File: src/rtl/alu_op_sequencer.sv
// Initiator for a combinational Pre_Alu: takes one request, drives it, waits SETTLE_CYCLES,
// captures C and returns it. Optional result checker: define ALU_SEQ_RESULT_CHECK_EN.
module alu_op_sequencer #(
  parameter int unsigned WIDTH         = 4,
  parameter int unsigned SETTLE_CYCLES = 2,
  parameter int unsigned COUNT_W       = 8
) (
  input  logic               clk,
  input  logic               rst,
  input  logic               req_valid,
  output logic               req_ready,
  input  logic [WIDTH-1:0]   req_a,
  input  logic [WIDTH-1:0]   req_b,
  input  logic               req_sel,
  output logic [WIDTH-1:0]   alu_a,
  output logic [WIDTH-1:0]   alu_b,
  output logic               alu_sel,
  input  logic [WIDTH-1:0]   alu_c,
  output logic               rsp_valid,
  input  logic               rsp_ready,
  output logic [WIDTH-1:0]   rsp_a,
  output logic [WIDTH-1:0]   rsp_b,
  output logic               rsp_sel,
  output logic [WIDTH-1:0]   rsp_c,
  output logic               rsp_err,
  output logic               busy,
  output logic [COUNT_W-1:0] op_count
);

  localparam int unsigned CntW = (SETTLE_CYCLES > 1) ? $clog2(SETTLE_CYCLES) : 1;
  localparam logic [CntW-1:0] CntInit = CntW'(SETTLE_CYCLES - 1);

  typedef enum logic [1:0] {StIdle, StSettle, StResp} state_e;

  state_e             state_q, state_d;
  logic [CntW-1:0]    cnt_q, cnt_d;
  logic [WIDTH-1:0]   alu_a_q, alu_a_d;
  logic [WIDTH-1:0]   alu_b_q, alu_b_d;
  logic               alu_sel_q, alu_sel_d;
  logic [WIDTH-1:0]   rsp_a_q, rsp_a_d;
  logic [WIDTH-1:0]   rsp_b_q, rsp_b_d;
  logic               rsp_sel_q, rsp_sel_d;
  logic [WIDTH-1:0]   rsp_c_q, rsp_c_d;
  logic               rsp_valid_q, rsp_valid_d;
  logic [COUNT_W-1:0] op_count_q, op_count_d;
  logic               capture;
  logic               rsp_hs;

  always_comb begin
    state_d     = state_q;
    cnt_d       = cnt_q;
    alu_a_d     = alu_a_q;
    alu_b_d     = alu_b_q;
    alu_sel_d   = alu_sel_q;
    rsp_a_d     = rsp_a_q;
    rsp_b_d     = rsp_b_q;
    rsp_sel_d   = rsp_sel_q;
    rsp_c_d     = rsp_c_q;
    rsp_valid_d = rsp_valid_q;
    op_count_d  = op_count_q;
    capture     = 1'b0;
    rsp_hs      = 1'b0;
    unique case (state_q)
      StIdle: begin
        if (req_valid) begin
          alu_a_d   = req_a;
          alu_b_d   = req_b;
          alu_sel_d = req_sel;
          rsp_a_d   = req_a;
          rsp_b_d   = req_b;
          rsp_sel_d = req_sel;
          cnt_d     = CntInit;
          state_d   = StSettle;
        end
      end
      StSettle: begin
        if (cnt_q != '0) begin
          cnt_d = cnt_q - CntW'(1);
        end else begin
          capture     = 1'b1;
          rsp_c_d     = alu_c;
          rsp_valid_d = 1'b1;
          state_d     = StResp;
        end
      end
      StResp: begin
        if (rsp_ready) begin
          rsp_hs      = 1'b1;
          rsp_valid_d = 1'b0;
          op_count_d  = op_count_q + COUNT_W'(1);
          state_d     = StIdle;
        end
      end
      default: state_d = StIdle;
    endcase
  end

  always_ff @(posedge clk or posedge rst) begin
    if (rst) begin
      state_q     <= StIdle;
      cnt_q       <= '0;
      alu_a_q     <= '0;
      alu_b_q     <= '0;
      alu_sel_q   <= 1'b0;
      rsp_a_q     <= '0;
      rsp_b_q     <= '0;
      rsp_sel_q   <= 1'b0;
      rsp_c_q     <= '0;
      rsp_valid_q <= 1'b0;
      op_count_q  <= '0;
    end else begin
      state_q     <= state_d;
      cnt_q       <= cnt_d;
      alu_a_q     <= alu_a_d;
      alu_b_q     <= alu_b_d;
      alu_sel_q   <= alu_sel_d;
      rsp_a_q     <= rsp_a_d;
      rsp_b_q     <= rsp_b_d;
      rsp_sel_q   <= rsp_sel_d;
      rsp_c_q     <= rsp_c_d;
      rsp_valid_q <= rsp_valid_d;
      op_count_q  <= op_count_d;
    end
  end

`ifdef ALU_SEQ_RESULT_CHECK_EN
  logic [WIDTH-1:0] exp_c;
  logic             err_q;

  // Expected result is taken from the operands currently held on alu_*.
  always_comb begin
    exp_c = alu_sel_q ? (alu_a_q - alu_b_q) : (alu_a_q + alu_b_q);
  end

  always_ff @(posedge clk or posedge rst) begin
    if (rst) begin
      err_q <= 1'b0;
    end else if (capture) begin
      err_q <= (alu_c != exp_c);
    end else if (rsp_hs) begin
      err_q <= 1'b0;
    end
  end

  assign rsp_err = err_q;
`else
  assign rsp_err = 1'b0;
`endif

  // Ready is gated by rst so nothing looks accepted while reset is held.
  assign req_ready = (state_q == StIdle) && !rst;
  assign busy      = (state_q != StIdle);
  assign alu_a     = alu_a_q;
  assign alu_b     = alu_b_q;
  assign alu_sel   = alu_sel_q;
  assign rsp_a     = rsp_a_q;
  assign rsp_b     = rsp_b_q;
  assign rsp_sel   = rsp_sel_q;
  assign rsp_c     = rsp_c_q;
  assign rsp_valid = rsp_valid_q;
  assign op_count  = op_count_q;

endmodule
File: config.mk
export PLATFORM = sky130hd
export DESIGN_NAME = alu_op_sequencer
export DESIGN_NICKNAME = d
export VERILOG_FILES = /design/src/rtl/alu_op_sequencer.sv
export SDC_FILE = /design/constraint.sdc
export NUM_CORES = 1
export LEC_CHECK = 0
export CAP_MARGIN = 30
export CORE_MARGIN = 2
export CORE_UTILIZATION = 40
export CTS_BUF_LIST = sky130_fd_sc_hd__clkbuf_16
export CTS_CLUSTER_SIZE = 8
export DETAILED_ROUTE_END_ITERATION = 10
export PLACE_DENSITY = 0.87
export REMOVE_ABC_BUFFERS = 1
export SLEW_MARGIN = 5
export SYNTH_ARGS = -nofsm -noshare
export SYNTH_HDL_FRONTEND = slang
export SYNTH_SLANG_ARGS = --single-unit
File: constraint.sdc
create_clock -name clk -period 1.7 [get_ports clk]
set_input_delay 0.51 -clock clk [delete_from_list [all_inputs] [get_ports clk]]
set_output_delay 0.51 -clock clk [all_outputs]
set_load 0.02 [all_outputs]
=== Yosys cells after proc, flatten, opt, wreduce, memory -nomap -nowiden ===
Cells that the tools add are included.

* Bitwise logic cells: 1
* Equality and inequality tests: 5
* Reduce and logical (&&, ||, !) cells: 12
* Add/subtract/negate cells: 2
* Mux-type cells: 10

{| class="wikitable"
|+ Operators with widths
! cell !! number
|-
| adder 8 x 1 -> 8 bit (second input constant) || 1
|-
| AND reduction 2 bit || 4
|-
| 2-to-1 mux 2 bit || 3
|-
| != test 2 bit (second input constant) || 3
|-
| case mux 2 bit (3 select lines) || 1
|-
| AND reduction 3 bit || 2
|-
| nonzero test 2 bit || 3
|-
| 2-to-1 mux 1 bit || 4
|-
| case mux 1 bit (2 select lines) || 2
|-
| equality test 2 x 1 -> 1 bit (second input constant) || 1
|-
| equality test 2 bit (second input constant) || 1
|-
| logical NOT 2 bit || 1
|-
| logical AND 1 bit || 1
|-
| logical NOT 1 bit || 1
|-
| inverter 1 bit || 1
|-
| subtractor 1 bit (second input constant) || 1
|}

* Register bits: 25
* Word-level logic and storage cells: 38

=== Logic depth before layout (Yosys ltp) ===
* Depth after elaboration: 3
* Depth in mapped cells: 4
* Mapped depth without buffers: 4

=== Worst setup path before layout ===
Ideal clock, no wire load.

* Kind: reg2out
* Start point: reg state_q[1]
* End point: out req_ready
* Stages on the path, launching flop included: 4
* Slack: 0.089 ns
* Buffers on the path: 1
* Required time: 1.190 ns
* Data arrival time: 1.101 ns
* Cell sequence: dfrtp_1 -> buf_4 -> or2_4 -> nor2_1

* Longest elaborated chain between the ends: 2

{| class="wikitable"
|+ Ends and longest elaborated chain
! element !! RTL line !! RTL
|-
| from (decl) || 35 || <nowiki>state_e state_q, state_d;</nowiki>
|-
| from (signal assigned) || 100 || <nowiki>state_q <= StIdle;</nowiki>
|-
| from (signal assigned) || 112 || <nowiki>state_q <= state_d;</nowiki>
|-
| logical NOT 2 bit || 151 || <nowiki>assign req_ready = (state_q == StIdle) && !rst;</nowiki>
|-
| logical AND 1 bit || 151 ||
|-
| to (decl) || 11 || <nowiki>output logic req_ready,</nowiki>
|}

Every way passes these cells.

=== Worst setup path after layout ===
Same ends and word-level chain as after synthesis.

==> qor.csv <==
metric,value,unit
status,completed,
syn_area,1120,µm²
design.core.area,2710,µm²
drive_gt1_share,23.53,%
ctsHtreeMaxLevel,1,
setup_viol,0,
wirelength,2406,µm
cp_num_buf_inv,1,
clk_latency,0.26,ns
instances_no_fill,167,
arrival,1.16,ns
path_cells,or2_4 -> nor2_1 -> buf_4,
cp.depth,3,
critPathTopFamily,flip-flops,
cts_buffers,3,
leakagePower,0.0008240,µW
dp_cells,162,
setup_tns,0,ns
pin_count,51,
synthTopCellsByCount,"dfrtp_1, mux2_2, buf_4",
multi_input_area,400.4,µm²
grt_max_degree,26,
grt_overflow_total,0,
ys_ff_latch,25,
ys_seq_area_share,55.87,%
gp_congestion,0.6882,
ir_drop,0.001346,V
clockRootBuffer,clkbuf_16,
max_freq,599.4,MHz
holdWs,0.4576,ns
cp_data_required_time,1.19,ns
first_pass_iters,4,
yosys_warnings,0,
max_cap_violations,0,
crit_fanout,3,
hold_depth,1,
synth_cell_type_count,21,
grt_antenna_before_repair,0,
drc,0,
die_height,56.91,µm
synth.most_common_cell,dfrtp_1,
synth_ff_type,dfrtp_1,
seqCellArea,625.6,µm²
p_per_area,1874,nW/µm²
period_minus_slack,1.668,ns
grt_pass1_vias,837,
yosysTopAreaCellShare,55.87,%
syn_area_per_cell,13.02,µm²
rsz0062_at_grt,no,
cpPeakStageDelay,0.39,ns
period_share,98.14,%
n_antenna_cell,0,
async_flop_share,100.0,%
cts_tree,built,
routedWlPerCell,14.41,µm
syn_to_final_growth,48.16,%
criticalPathCategory,reg2out,
vias,791,
die_area,3239,µm²
critPathLaunchType,flip-flop,
dr.first_iter.drc_count,11,
cts_buffer_depth,2,
dieWidth,56.91,µm
yosys-top-cells-area,"dfrtp_1, mux2_2, buf_4, xor2_1, nor2_1",
cts_sinks,25,
maxSlewViolCount,0,
finalNetCount,155,
r2r_cells,4,
yosysTopAreaCell,dfrtp_1,
critPathSlowestCell,dfrtp_1,
netlist_instances,86,
grt_pass1_wl,3953,µm
postLayoutCellArea,1659,µm²
initial_core_util,41.32,%
place_area,1619,µm²
hp-class,reg2reg,
critPathCaptureType,primary output,
avgViaCountPerCell,4.737,
final_hold_viol_count,0,
clk_pin_slew,0.06,ns
io_buffers,49,
fill_cells,238,
drtAntennaViolNets,0,
grt_use_total,15.88,%
synth_edf_count,0,
fp-row-count,19,
clock_skew,0.001670,ns
[report_power, final]
group	internal, µW	total (µW)	leakage [µW]	switching, µW
Combinational	718	1570	0.000477	849
Sequential	847	1020	0.000306	176
Clock	317	518	0.0000409	202
[area by class of cell]
class	instances	share of cell area, %
multi-input cells	47	24.13
clock buffers	3	4.525
well taps	31	2.338
repair buffers	57	30.32
clock inverters	1	0.3017
flip-flops and latches	25	37.71
inverters	3	0.6787
[final timing paths]
kind,to,slack (ns),start
min in group asynchronous,state_q[1],0.47,rst
worst min register to register,op_count[7],0.46,op_count[7]
max in group asynchronous,rsp_c[3],1.00,rst
worst min-delay path,op_count[7],0.46,op_count[7]
worst max register to register,rsp_a[0],0.25,state_q[1]
worst max-delay path,req_ready,0.03,state_q[1]
[flip-flops by register name, indices dropped and copies added (netlist names)]
signal,cells
rsp_c,4
cnt_q,1
rsp_sel,1
rsp_valid,1
rsp_a,4
state_q,2
op_count,8
rsp_b,4
[cells by family (layout without fill, tap and decap cells)]
kind of cell	Yosys count	count (layout)	synth area share (%)
AOI/OAI and AO/OA	4	4	2.347
xor gates and xnor gates	7	7	5.475
adders and majority gates	1	1	1.117
buffers and inverters	14	64	8.380
DFF	25	25	55.87
muxes	15	15	14.97
other	1	1	0.3349
and+or+nand+nor	19	19	11.51
[metrics by stage]
step / worst slack, ns / utilization, % / total power, µW
2_1_floorplan: 0.1108 / - / 1947
3_3_place_gp: -0.4450 / 59.74 / 2793
3_5_place_dp: -0.4632 / 59.74 / 2852
4_1_cts: 0.007191 / 60.94 / 3131
5_1_grt: 0.004666 / 61.22 / 3287
6_report: 0.03166 / 61.22 / 3108
[worst register-to-register path: cells and delay by family, from the launching register on]
family,cells,cell delay (ns)
buffers and inverters,1,0.15
flip-flops,1,0.39
AND/OR/NAND/NOR,2,0.43
multiplexers,1,0.36
[routing by layer]
layer,track usage [%],up-vias,share of wire (%)
met2,26.27,21,54
met4,8.970,0,1.8
li1,-,380,-
met3,1.843,4,2.8
met5,0,-,0
met1,20.12,386,41
[layout by cell type, fill, tap and decap left out, drive strengths merged]
cell type,netlist,layout
mux2i,1,1
clkbuf,0,3
ha,1,1
dlygate4sd2,0,32
nand2,3,3
inv,3,3
mux2,14,14
nor3,2,2
buf,11,10
nor2,7,7
xor2,5,5
a21o,2,2
clkdlybuf4s50,0,15
a21oi,2,2
nand3b,1,1
nor3b,1,1
nand4b,2,2
xnor2,2,2
nand4,2,2
conb,1,1
or2,1,1
clkinv,0,1
dfrtp,25,25
[what timing repair did]
| item | 4_1_cts | 5_1_grt |
|---|---|---|
| endpoints found under the setup margin | 33 | 1 |
| buffers inserted | 0 | 1 |
| hold buffers | 0 | 0 |
| hold endpoints to repair | 0 | 0 |
| gates resized for setup | 41 | 0 |
| pin swaps | 2 | 1 |
No activity file was read; power rests on OpenSTA's default activity.
